`src/rtl/irq_nmi_arbiter_if.sv`:
```
// Bundle between the 6502 core and irq_nmi_arbiter: request lines,
// instruction-boundary/ack strobes, and the held request back to the core.
interface irq_nmi_arbiter_if #(
    parameter int N_IRQ = 4,
    parameter int SRC_W = 2
);
    logic             nmi_n;
    logic [N_IRQ-1:0] irq_n;
    logic [N_IRQ-1:0] irq_edge;
    logic [N_IRQ-1:0] irq_en;
    logic             cpu_i;
    logic             inst_done;
    logic             ack;
    logic [N_IRQ-1:0] clr;
    logic             int_req;
    logic             int_nmi;
    logic [SRC_W-1:0] int_src;
    logic [7:0]       vec_lo;
    logic [N_IRQ-1:0] pending;
    logic             nmi_pend;

    modport slave (
        input  nmi_n, irq_n, irq_edge, irq_en, cpu_i, inst_done, ack, clr,
        output int_req, int_nmi, int_src, vec_lo, pending, nmi_pend
    );
    modport master (
        output nmi_n, irq_n, irq_edge, irq_en, cpu_i, inst_done, ack, clr,
        input  int_req, int_nmi, int_src, vec_lo, pending, nmi_pend
    );
endinterface

```
`src/rtl/irq_nmi_arbiter.sv`:
```
// NMI + N_IRQ interrupt arbiter for the 6502 core; arbitrates on inst_done.
// Optional IRQ_NMI_HIJACK_EN: a late NMI replaces a held, unacked IRQ.
module irq_nmi_arbiter #(
    parameter int N_IRQ = 4,
    parameter int SRC_W = 2
) (
    input logic              clk_ph1,
    input logic              rst,
    irq_nmi_arbiter_if.slave bus
);
    typedef enum logic [1:0] {IDLE, REQ, SVC} state_t;

    localparam logic [7:0] VEC_NMI = 8'hFA;
    localparam logic [7:0] VEC_IRQ = 8'hFE;

    state_t           state, state_nxt;
    logic [N_IRQ:0]   s1, s2, hist, fall;
    logic [N_IRQ-1:0] pend, pend_d;
    logic             nmi_p, nmi_p_d;
    logic             int_req, int_nmi;
    logic [SRC_W-1:0] int_src;
    logic [7:0]       vec_lo;
    logic             cand_vld, cand_nmi;
    logic [SRC_W-1:0] cand_src;
    logic             capture, ack_fire, hijack;

    // Bit N_IRQ carries NMI so every line shares one synchroniser.
    always_ff @(posedge clk_ph1) begin
        if (!rst) begin
            s1   <= '1;
            s2   <= '1;
            hist <= '1;
        end else begin
            s1   <= {bus.nmi_n, bus.irq_n};
            s2   <= s1;
            hist <= s2;
        end
    end

    assign fall = hist & ~s2;

    // Clears are applied first so a coincident edge wins.
    always_comb begin
        pend_d  = pend;
        nmi_p_d = nmi_p;
        if (ack_fire && int_nmi) nmi_p_d = 1'b0;
        if (fall[N_IRQ])         nmi_p_d = 1'b1;
        for (int i = 0; i < N_IRQ; i++) begin
            if (bus.irq_edge[i]) begin
                if (bus.clr[i] || (ack_fire && !int_nmi && int_src == SRC_W'(i)))
                    pend_d[i] = 1'b0;
                if (fall[i])
                    pend_d[i] = 1'b1;
            end else begin
                pend_d[i] = ~s2[i];
            end
        end
    end

    always_ff @(posedge clk_ph1) begin
        if (!rst) begin
            pend  <= '0;
            nmi_p <= 1'b0;
        end else begin
            pend  <= pend_d;
            nmi_p <= nmi_p_d;
        end
    end

    // Lowest enabled IRQ index wins; NMI overrides all.
    always_comb begin
        cand_vld = 1'b0;
        cand_nmi = 1'b0;
        cand_src = '0;
        for (int i = N_IRQ - 1; i >= 0; i--) begin
            if (pend[i] && bus.irq_en[i] && !bus.cpu_i) begin
                cand_vld = 1'b1;
                cand_src = SRC_W'(i);
            end
        end
        if (nmi_p) begin
            cand_vld = 1'b1;
            cand_nmi = 1'b1;
            cand_src = '0;
        end
    end

    always_ff @(posedge clk_ph1) begin
        if (!rst) state <= IDLE;
        else      state <= state_nxt;
    end

    always_comb begin
        state_nxt = state;
        capture   = 1'b0;
        ack_fire  = 1'b0;
        hijack    = 1'b0;
        case (state)
            IDLE: if (bus.inst_done && cand_vld) begin
                state_nxt = REQ;
                capture   = 1'b1;
            end
            REQ: begin
                if (bus.ack) begin
                    state_nxt = SVC;
                    ack_fire  = 1'b1;
                end
`ifdef IRQ_NMI_HIJACK_EN
                // The vector fetch in progress takes precedence over a late NMI.
                else if (!int_nmi && nmi_p) begin
                    hijack = 1'b1;
                end
`endif
            end
            SVC: if (bus.inst_done) state_nxt = IDLE;
            default: state_nxt = IDLE;
        endcase
    end

    always_ff @(posedge clk_ph1) begin
        if (!rst) begin
            int_req <= 1'b0;
            int_nmi <= 1'b0;
            int_src <= '0;
            vec_lo  <= VEC_IRQ;
        end else if (capture) begin
            int_req <= 1'b1;
            int_nmi <= cand_nmi;
            int_src <= cand_src;
            vec_lo  <= cand_nmi ? VEC_NMI : VEC_IRQ;
        end else if (hijack) begin
            int_nmi <= 1'b1;
            int_src <= '0;
            vec_lo  <= VEC_NMI;
        end else if (ack_fire) begin
            int_req <= 1'b0;
        end
    end

    assign bus.int_req  = int_req;
    assign bus.int_nmi  = int_nmi;
    assign bus.int_src  = int_src;
    assign bus.vec_lo   = vec_lo;
    assign bus.pending  = pend;
    assign bus.nmi_pend = nmi_p;
endmodule

```
`src/flat_wrapper.sv`:
```
// flat-port wrapper written by rule: the top's interface ports become plain ports
module irq_nmi_arbiter_flat 
#(
    parameter int N_IRQ = 4,
    parameter int SRC_W = 2
)
  (clk_ph1, rst, bus_nmi_n, bus_irq_n, bus_irq_edge, bus_irq_en, bus_cpu_i, bus_inst_done, bus_ack, bus_clr, bus_int_req, bus_int_nmi, bus_int_src, bus_vec_lo, bus_pending, bus_nmi_pend);
  irq_nmi_arbiter_if #(.N_IRQ(N_IRQ), .SRC_W(SRC_W)) bus_i ();
  input logic clk_ph1;
  input logic rst;
  input wire logic [$bits(bus_i.nmi_n)-1:0] bus_nmi_n;
  input wire logic [$bits(bus_i.irq_n)-1:0] bus_irq_n;
  input wire logic [$bits(bus_i.irq_edge)-1:0] bus_irq_edge;
  input wire logic [$bits(bus_i.irq_en)-1:0] bus_irq_en;
  input wire logic [$bits(bus_i.cpu_i)-1:0] bus_cpu_i;
  input wire logic [$bits(bus_i.inst_done)-1:0] bus_inst_done;
  input wire logic [$bits(bus_i.ack)-1:0] bus_ack;
  input wire logic [$bits(bus_i.clr)-1:0] bus_clr;
  output wire logic [$bits(bus_i.int_req)-1:0] bus_int_req;
  output wire logic [$bits(bus_i.int_nmi)-1:0] bus_int_nmi;
  output wire logic [$bits(bus_i.int_src)-1:0] bus_int_src;
  output wire logic [$bits(bus_i.vec_lo)-1:0] bus_vec_lo;
  output wire logic [$bits(bus_i.pending)-1:0] bus_pending;
  output wire logic [$bits(bus_i.nmi_pend)-1:0] bus_nmi_pend;
  assign bus_i.nmi_n = bus_nmi_n;
  assign bus_i.irq_n = bus_irq_n;
  assign bus_i.irq_edge = bus_irq_edge;
  assign bus_i.irq_en = bus_irq_en;
  assign bus_i.cpu_i = bus_cpu_i;
  assign bus_i.inst_done = bus_inst_done;
  assign bus_i.ack = bus_ack;
  assign bus_i.clr = bus_clr;
  assign bus_int_req = bus_i.int_req;
  assign bus_int_nmi = bus_i.int_nmi;
  assign bus_int_src = bus_i.int_src;
  assign bus_vec_lo = bus_i.vec_lo;
  assign bus_pending = bus_i.pending;
  assign bus_nmi_pend = bus_i.nmi_pend;
  irq_nmi_arbiter #(.N_IRQ(N_IRQ), .SRC_W(SRC_W)) u_core (.clk_ph1(clk_ph1), .rst(rst), .bus(bus_i));
endmodule
```
`config.mk`:
```
export PLATFORM = sky130hd
export DESIGN_NAME = irq_nmi_arbiter_flat
export DESIGN_NICKNAME = d
export VERILOG_FILES = /design/src/rtl/irq_nmi_arbiter_if.sv /design/src/rtl/irq_nmi_arbiter.sv /design/src/flat_wrapper.sv
export SDC_FILE = /design/constraint.sdc
export NUM_CORES = 1
export LEC_CHECK = 0
export ABC_AREA = 1
export BUFFER_PORTS_ARGS = -buffer_cell sky130_fd_sc_hd__buf_4
export CORE_MARGIN = 8
export CORE_UTILIZATION = 51
export CTS_CLUSTER_DIAMETER = 80
export CTS_CLUSTER_SIZE = 14
export DETAILED_ROUTE_END_ITERATION = 8
export PLACE_DENSITY = 0.82
export RECOVER_POWER = 50
export SLEW_MARGIN = 20
export SYNTH_ARGS = -nofsm -noshare
export SYNTH_HDL_FRONTEND = slang
export SYNTH_SLANG_ARGS = --single-unit
```
`constraint.sdc`:
```
create_clock -name clk_ph1 -period 2.06 [get_ports clk_ph1]
set_clock_uncertainty 0.1 [all_clocks]
set_input_delay 0.206 -clock clk_ph1 [delete_from_list [all_inputs] [get_ports clk_ph1]]
set_output_delay 0.206 -clock clk_ph1 [all_outputs]
set_load 0.05 [all_outputs]
```
== Word-level counts from Yosys, hierarchy flattened ==
Cells that the tools add are included.

* Output and inout bits: 17
* Register bits: 34
* Input bits: 22
* Word-level logic and storage cells: 93

* Reduce and logical (&&, ||, !) cells: 26
* Bitwise operators: 6
* Equal/unequal tests: 12
* Multiplexer cells: 36

{| class="wikitable"
|+ Operator list
! kind !! count
|-
| $mux W1 || 26
|-
| $mux W2 || 8
|-
| $logic_and A1 B1 Y1 || 15
|-
| $ne A3 B1 Y1 const B || 4
|-
| $eq A2 B2 Y1 const B || 3
|-
| $pmux W2 S3 || 1
|-
| $and A5 B5 Y5 || 1
|-
| $not A5 Y5 || 1
|-
| $eq A2 B1 Y1 const B || 2
|-
| $logic_not A2 Y1 || 2
|-
| $logic_or A1 B1 Y1 || 4
|-
| $ne A2 B2 Y1 const B || 2
|-
| $not A1 Y1 || 4
|-
| $reduce_bool A2 Y1 || 2
|-
| $mux W3 || 1
|-
| $reduce_and A3 Y1 || 1
|-
| $logic_not A1 Y1 || 2
|-
| $ne A2 B1 Y1 const B || 1
|}

== Depth between registers and ports, before layout ==
Gate-level depths: netlist of run 1.

* Word-level depth: 11
* Gate-level depth with buffers: 8

== Worst setup path before layout of run 1 ==
OpenSTA, ideal clock, no wires.

* Path kind: register to register
* Start point: reg u_core.pend[2], in the netlist u_core.bus.pending[2]
* End point: reg u_core.int_src[0], in the netlist u_core.bus.int_src[0]
* Stages on the path, launching flop included: 8
* Setup slack: 0.590 ns
* Data arrival time: 1.260 ns
* Period minus slack after synthesis: 1.470 ns
* Data required time: 1.850 ns
* Path through: dfxtp_1 -> nand2_1 -> o21ai_0 -> nand2_1 -> nand2_1 -> nand2_1 -> inv_1 -> nor2_1

* Cells in the longest elaborated chain, start to end: 9

{| class="wikitable"
|+ RTL lines
! what !! line !! text
|-
| start, declared || irq_nmi_arbiter.sv:18 || <nowiki>logic [N_IRQ-1:0] pend, pend_d;</nowiki>
|-
| start signal, assigned || irq_nmi_arbiter.sv:65 || <nowiki>pend <= pend_d;</nowiki>
|-
| $logic_and A1 B1 Y1 * (2 in series) || irq_nmi_arbiter.sv:76 || <nowiki>if (pend[i] && bus.irq_en[i] && !bus.cpu_i) begin</nowiki>
|-
| $mux W1 (3 in series) || irq_nmi_arbiter.sv:76 ||
|-
| $mux W1 || irq_nmi_arbiter.sv:81 || <nowiki>if (nmi_p) begin</nowiki>
|-
| $logic_and A1 B1 Y1 || irq_nmi_arbiter.sv:99 || <nowiki>IDLE: if (bus.inst_done && cand_vld) begin</nowiki>
|-
| $mux W1 || irq_nmi_arbiter.sv:99 ||
|-
| $mux W1 || irq_nmi_arbiter.sv:98 || <nowiki>case (state)</nowiki>
|-
| end signal, assigned || irq_nmi_arbiter.sv:129 || <nowiki>int_src <= cand_src;</nowiki>
|-
| end, declared || irq_nmi_arbiter.sv:21 || <nowiki>logic [SRC_W-1:0] int_src;</nowiki>
|}

Every way passes the cells marked *; elsewhere a longest branch is shown, timed or not.
A chain may end at the register's enable or synchronous reset.

== Worst setup path in the final report of run 1 ==
* Start point: reg u_core.vec_lo[2], in the netlist u_core.bus.vec_lo[2]
* End point: out bus_vec_lo[2]

{| class="wikitable"
|+ RTL lines
! what !! line !! text
|-
| start, declared || irq_nmi_arbiter.sv:22 || <nowiki>logic [7:0] vec_lo;</nowiki>
|-
| start signal, assigned || irq_nmi_arbiter.sv:130 || <nowiki>vec_lo <= cand_nmi ? VEC_NMI : VEC_IRQ;</nowiki>
|-
| end, declared || flat_wrapper.sv:22 || <nowiki>output wire logic [$bits(bus_i.vec_lo)-1:0] bus_vec_lo;</nowiki>
|}

No word-level cell between the ends.

==> results by stage, run 1 <==
Outcome:
- The flow ran to the end, and the final reports show no timing, DRC or antenna violations.

Setup path:
- Broken down by cell family, the worst path's largest delay share belongs to buffers and inverters.
- The worst-path maximum fanout is 2.
- Measured in cells, the most critical reg-to-reg path has a length of 6.
- For this design, the slowest cell found on the critical path is clkbuf_1.
- In this run the number of cells on the critical path is 1.
- The critical path startpoint category is a flip-flop.
- The signal on the critical path passes through clkbuf_1.
- The worst setup path is of the reg2out kind.
- The nature of the critical path endpoint is an output port.
- The peak per-stage delay on the critical path is 470 ps.
- The worst path required time is 1750 ps.
- The count of buffer and inverter cells on the critical path is 1.
- STA puts the critical path data arrival time at 1140 ps.

Floorplan:
- The count of boundary I/O pins is 39.
- The vertical extent of the die is 61.7 µm.
- The core box area is 1960 µm².
- The die area is 3810 µm².
- The number of core rows is 16.
- Once the floorplan was initialized, standard cells occupied 54.3% of the core.
- In this run the horizontal extent of the chip is 61.7 µm.

Synth:
- Synthesis handed over a netlist of 133 instances.
- The average instance in the mapped netlist occupies 8.01 µm².
- The post-synthesis cell area is 1060 µm².
- The post-synthesis sequential element count is 27.
- Yosys printed 0 warnings.
- The sequential cell area fraction in the yosys report is 50.8%.
- The number of library cell types mapped by synthesis is 19.

Worst hold path:
- The hold-critical path depth is 4.
- The min-delay analysis places its worst path in the category in2reg.

Timing:
- Setup repair after global routing left no endpoint under its margin.
- Static timing analysis puts the maximum clock frequency at 689 MHz.
- Setup violations remaining at the end of the flow were counted as 0.
- The final count of pins violating max slew is 0.
- The actual slew at the worst max-slew pin is 596 ps.
- The portion of the clock cycle consumed by the worst path in the final layout is 70.4%.
- The time the final worst path needs with I/O delays and setup is 1450 ps.
- The relative slew slack is 60.5%.
- The setup total negative slack is 0 ps.
- The final number of hold-violating endpoints is 0.

Power and ir drop:
- The overall power is 0.942 mW.
- Power spread over the standard cell area amounts to 693 nW/µm².
- In this run the static leakage power is 0.696 nW.
- Across the VDD grid, the largest voltage drop is 0.000586 V.

Global route:
- The maximum number of pins on one net before global-route repair is 18.
- The number of global-route vias before repair came to 857.
- The global-route wire length before repair is 3.50 mm.
- Across every metal layer, demand over resource in global routing totals 12.1%.
- The number of antenna violations at the first check in global routing is 0.
- For this run the aggregate overflow at the end of global routing stands at 0.

Layout:
- In the layout the commonest cells are 29 x buf_4, 27 x dfxtp_1, 21 x inv_1, 18 x nand2_1, 14 x nand3_1.
- The library cell used most frequently in the layout, excluding fill and tap cells, is buf_4.
- The fill cell instance count of the final layout is 166.
- The proportion of layout cells with a drive suffix above 1 is 27.8%.
- The number of antenna repair diodes is 0.
- The number of nets at the end of the flow is 192.
- The area growth from synthesis to layout is 27.6%.

Route:
- Wires add up to 2.33 mm.
- The number of remaining DRC errors is 0.
- The first-pass iteration count of the detailed router is 4.
- Summing over every cut layer, the via total after detailed routing is 932.
- The per-cell routed wire length is 11.9 µm.
- The detailed-route vias per instance is 4.76.
- The first routing iteration left 41 violations.
- The count of nets left with antenna violations once routing finished came out at 0.

Placement:
- Detailed placement finished with a half-perimeter wire length of 1.84 mm.
- At the end of routability-driven placement, the weighted congestion stood at 0.820.
- The count of buffers added on input and output ports is 31.

Clocking:
- Gates resized during post-CTS repair numbered 0.
- TritonCTS built the clock tree.
- After clock tree synthesis, the clock-pin slew on the worst setup and hold paths is 140 ps.
- The number of setup buffers added after CTS is 0.
- The clock reaches the later pin of the worst-skew pair after 320 ps.
- The cell chosen for the clock root is clkbuf_4.
- In this run the deepest clock path goes through 2 buffers.
- The total number of clock tree sinks is 27.
- The number of CTS-inserted buffers is 3.
- The maximum level of the CTS H-tree is 1.

Job:
- Across the run, the number of max-cap violations was 0.
==> cells in the mapped netlist <==
| library cell | number | share of area, % |
|---|---|---|
| o21ai_0 | 3 | 1.4 |
| buf_4 | 7 | 4.9 |
| nor3_1 | 4 | 1.9 |
| inv_1 | 21 | 7.4 |
| nor2_1 | 8 | 2.8 |
| conb_1 | 2 | 0.71 |
| nand3_1 | 14 | 6.6 |
| a21oi_1 | 3 | 1.4 |
| nor3_2 | 1 | 0.94 |
| nand3_2 | 1 | 0.94 |
| nand4_1 | 1 | 0.59 |
| dfxtp_1 | 27 | 51 |
| o21bai_1 | 4 | 2.8 |
| buf_2 | 1 | 0.47 |
| nand2_1 | 18 | 6.3 |
| clkbuf_1 | 1 | 0.35 |
| or2_2 | 11 | 6.5 |
| o21ai_1 | 5 | 2.3 |
| or2_4 | 1 | 0.82 |
==> metrics by stage <==
| stage | instance area (µm²) | setup slack [ps] | hold WS (ps) | instances | util [%] |
|---|---|---|---|---|---|
| floorplan | 1080 | 590 | 213 | 138 | - |
| finish | 1360 | 610 | 37.1 | 196 | 69.3 |
| detailed placement | 1290 | 749 | 296 | 187 | 65.7 |
| global route | 1360 | 553 | 42.5 | 196 | 69.3 |
| global placement | 1290 | 796 | 293 | 187 | 65.7 |
| CTS | 1370 | 730 | 29.4 | 196 | 69.6 |
==> cell families after synthesis <==
| group | count (synthesis) | synth area share (%) |
|---|---|---|
| AO/OA/AOI/OAI | 15 | 7.99 |
| buffers and inverters | 30 | 13.2 |
| flip-flops | 27 | 50.8 |
| other | 2 | 0.705 |
| AND/OR/NAND/NOR | 59 | 27.4 |
==> report_power, final <==
group	internal, mW	leakage, nW	switching (mW)
Combinational	0.0609	0.457	0.102
Sequential	0.544	0.222	0.0126
Clock	0.0729	0.0177	0.150
==> final timing paths <==
path | endpoint | from | slack (ps)
setup / recovery | bus_vec_lo[2] | u_core.bus.vec_lo[2]$_SDFFE_PN1P_ | 610
hold / removal | u_core.bus.pending[0]$_SDFFE_PN0P_ | bus_clr[0] | 40
setup reg to reg | u_core.bus.int_src[0]$_SDFFE_PN0P_ | u_core.state[0]$_SDFFE_PN0P_ | 710
hold reg to reg | u_core.s2[1]$_SDFF_PN1_ | u_core.s1[1]$_SDFF_PN1_ | 330
==> flip-flops by register name, summed over array words and instances (netlist names) <==
register and count:
u_core.state 2, u_core.bus.int_nmi 1, u_core.hist 5, u_core.bus.int_src 2
u_core.bus.pending 4, u_core.bus.int_req 1, u_core.s1 5, u_core.s2 5
u_core.bus.nmi_pend 1, u_core.bus.vec_lo 1
==> final cells by class <==
class	instances	area (µm²)	area share, %
Multi-Input combinational cell	81	403	29.7
Sequential cell	27	541	39.8
Tap cell	27	33.8	2.49
Clock inverter	1	5.00	0.368
Clock buffer	3	22.5	1.66
Inverter	21	78.8	5.80
Timing Repair Buffer	36	275	20.3
==> layer usage <==
metal / up-vias / global-route usage [%] / part of all wire [%]
li1: 471 / - / -
met1: 414 / 12.9 / 39
met2: 44 / 21.6 / 46
met3: 3 / 4.32 / 14
met4: 0 / 3.57 / 0.82
met5: - / 0 / 0
==> timing repair <==
action	in CTS	in global routing
hold buffers	5	0
setup endpoints to repair	0	0
endpoints found under the hold margin	5	0
(Power assumes the default switching activity.)
==> run 2: changes to the inputs <==
Settings changed: CORE_UTILIZATION 51 to 42, PLACE_DENSITY 0.82 to 0.72.
Clock period 2.06 ns to 1.3 ns, I/O delays scaled along.
==> run 2 against run 1 <==
Net effect: power grew 61%; hold slack gained 39 ps; final cell count grew 8.2%; count of clock-buffer cells in the layout grew 1; critical endpoint is now u_core.bus.pending[2]$_SDFFE_PN0P_; routed wire length grew 3.6%; utilization shrank 7.3 points; sequential power grew 59%; sequential cell count is the same; combinational power grew 79%.
==> results by stage, run 2 (synthesis gave the netlist of run 1 again) <==
Outcome:
- The flow ran to the end, and the final reports show no timing, DRC or antenna violations.

Placement:
- The instance area after placement came to 1310 µm² (+1.9%).
- The worst slack after detailed placement is 26.8 ps (-722 ps).
- The routability congestion estimate is 0.840 (+2.4%).
- The half-perimeter wire length of the detailed placement result came to 1.79 mm (-3.1%).
- The port buffer count came to 31 (unchanged).

Power and ir drop:
- The sequential fraction of design power was 58.3% (-0.8 points).
- The power per cell area is 1010 nW/µm² (+45%).
- The switching power as a share of total power was 27.2% (-0.82 points).
- The standby leakage power was 0.758 nW (+9.0%).
- The relative contribution of combinational cells to total power was 19.2% (+1.9 points).
- The switching power total came to 0.413 mW (+56%).
- The internal power is 1.10 mW (+63%).
- The maximum resistive drop on vdd is 0.000750 V (+28%).
- The share of power burned in the clock network is 22.5% (-1.1 points).

Floorplan:
- The vertical extent of the die is 66.4 µm (+7.6%).
- The core box area is 2430 µm² (+24%).
- The number of core rows is 18 (+2).
- The die area is 4400 µm² (+16%).
- The count of boundary I/O pins is 39 (unchanged).
- The width of the die came to 66.4 µm (+7.6%).
- The effective utilization at floorplan was 43.8% (-10 points).

Route:
- The number of vias in the routed layout is 952 (+2.1%).
- The detailed-route vias per instance was 4.49 (-5.6%).
- The first-pass iteration count of the detailed router is 4 (unchanged).
- The number of nets still failing antenna checks after routing came to 0 (unchanged).
- The number of design-rule violations left by the first detailed-router iteration is 45 (+9.8%).
- The per-cell routed wire length came to 11.4 µm (-4.2%).
- The final wirelength is 2.41 mm (+3.6%).
- The number of remaining DRC errors is 0 (unchanged).

Setup path:
- The arrival time of the worst setup path is 1370 ps (+230 ps).
- The worst-path maximum fanout came to 4 (+2).
- The critical path startpoint category is an input port.
- The critical path endpoint is u_core.bus.pending[2]$_SDFFE_PN0P_.
- STA classifies the critical path endpoint as a flip-flop.
- The register-to-register setup slack is 90 ps (-620 ps).
- The endpoint of the most critical register-to-register path is u_core.bus.int_src[0]$_SDFFE_PN0P_.
- The critical path startpoint is bus_ack.
- The worst path required time is 1410 ps (-340 ps).
- The depth of the most critical reg-to-reg path is 6 (unchanged).
- The type of the setup path with the least slack is in2reg.
- The startpoint identified for the worst register-to-register timing path is u_core.state[1]$_SDFFE_PN0P_.

Clocking:
- The number of CTS-inserted buffers is 3 (unchanged).
- The later-pin clock latency in the skew report is 310 ps (about the same).
- The post-CTS setup buffer count is 0 (unchanged).
- The maximum level of the CTS H-tree was 1 (unchanged).
- The clock-pin slew reported for the worst setup and hold paths after clock tree synthesis came to 140 ps (about the same).
- The cell chosen for the clock root is clkbuf_4.
- TritonCTS built the clock tree.
- The total number of clock tree sinks is 27 (unchanged).
- The maximum root-to-sink buffer count is 2 (unchanged).

Global route:
- The number of global-route vias before repair is 932 (+8.8%).
- The global-route track usage on met1 is 11.4% (-1.5 points).
- The maximum number of pins on one net before global-route repair was 15 (-3).
- The global-route wire length before repair is 3.97 mm (+13%).
- The total overflow reported by the global router is 0 (unchanged).
- The met2 demand-to-capacity share in global routing is 20.0% (-1.5 points).
- The met3 usage in global routing is 3.73% (-0.59 points).
- After global routing, the most crowded layer is met2.
- The number of antenna violations at the first check in global routing came to 0 (unchanged).
- The total global-route track usage was 11.0% (-1.0 points).

Timing:
- Static timing analysis puts the maximum clock frequency at 793 MHz.
- The worst-case hold slack is 76.4 ps (+39.4 ps).
- Setup repair after global routing left no endpoint under its margin.
- The final setup violation count is 0 (unchanged).
- The setup total negative slack is 0 ps (unchanged).
- The final worst-path setup slack is 38.9 ps (-571 ps).
- The final count of pins violating max slew is 0 (unchanged).
- The final number of hold-violating endpoints is 0 (unchanged).
- The time the final worst path needs with I/O delays and setup is 1260 ps.
- Of the available clock period, the critical path in the final layout requires 97.0%.

Layout:
- The area growth from synthesis to layout is 41.6%.
- The proportion of layout cells with a drive suffix above 1 is 35.2% (+7.4 points).
- The final core utilization is 62.0% (-7.3 points).
- The largest registers in the layout are u_core.hist (5), u_core.s1 (5), u_core.s2 (5).
- The post-route cell area is 1510 µm² (+11%).
- The number of antenna repair diodes is 0 (unchanged).
- The library cell used most frequently in the layout, excluding fill and tap cells, is buf_4.
- The top cell types in the final layout, fill and taps aside, are 24 x buf_4, 20 x dfxtp_1, 19 x inv_1, 16 x nand2_1, 16 x dlygate4sd3_1.
- The number of nets at the end of the flow is 205 (+6.8%).

Worst hold path:
- The type of the most critical hold path is in2reg.

Job:
- The max-capacitance violation count is 0 (unchanged).
==> run 2: final cells by class <==
class | count | area (µm²)
Fill cell | 219 | 925
Sequential cell | 27 | 549
Multi-Input combinational cell | 81 | 428
Timing Repair Buffer | 49 | 388
Inverter | 21 | 78.8
Tap cell | 30 | 37.5
Clock buffer | 4 | 26.3
==> run 2: repair_timing <==
item / in CTS / in global routing
endpoints found under the hold margin: 18 / 0
endpoints found under the setup margin: 0 / 14
resized for setup: 0 / 11
hold buffers: 16 / 0
==> run 2: routing by layer <==
| metal | vias up | part of all wire [%] | routed length [µm] |
|---|---|---|---|
| met2 | 32 | 48 | 1150 |
| met1 | 419 | 42 | 1010 |
| met5 | - | 0 | 0 |
| met3 | 2 | 9.5 | 229 |
| li1 | 499 | - | - |
| met4 | 0 | 0.62 | 15 |
==> run 2: power by group through the flow <==
stage	logic (mW)	clock network, mW	registers, mW
6_report	0.291	0.342	0.885
5_1_grt	0.313	0.402	0.890
4_1_cts	0.291	0.362	0.882
3_5_place_dp	0.253	0	0.901
3_3_place_gp	0.250	0	0.899
2_1_floorplan	0.130	0	0.945
==> run 2: worst min-delay path by stage <==
stage / startpoint / to / slack (ps) / cells past startpoint
final: bus_cpu_i / u_core.bus.int_src[1]$_SDFFE_PN0P_ / 80 / 4
after global routing: bus_cpu_i / u_core.bus.int_src[1]$_SDFFE_PN0P_ / 90 / 4
after CTS: bus_inst_done / u_core.bus.int_nmi$_SDFFE_PN0P_ / 80 / 5
after detailed placement: bus_irq_n[1] / u_core.s1[1]$_SDFF_PN1_ / 220 / 2
after global placement: bus_irq_n[1] / u_core.s1[1]$_SDFF_PN1_ / 220 / 2
after floorplan: bus_irq_n[0] / u_core.s1[0]$_SDFF_PN1_ / 140 / 1
==> run 2: worst max-delay path: stages <==
cell	delay, ps
dlygate4sd3_1	550
buf_4	130
nand3_2	90
or2_4	260
nor3_2	130
o21ai_1	70
==> run 2: through the flow <==
step	total power, mW	instances
2_1_floorplan	1.08	138
3_3_place_gp	1.15	192
3_5_place_dp	1.15	192
4_1_cts	1.54	212
5_1_grt	1.61	212
6_report	1.52	212
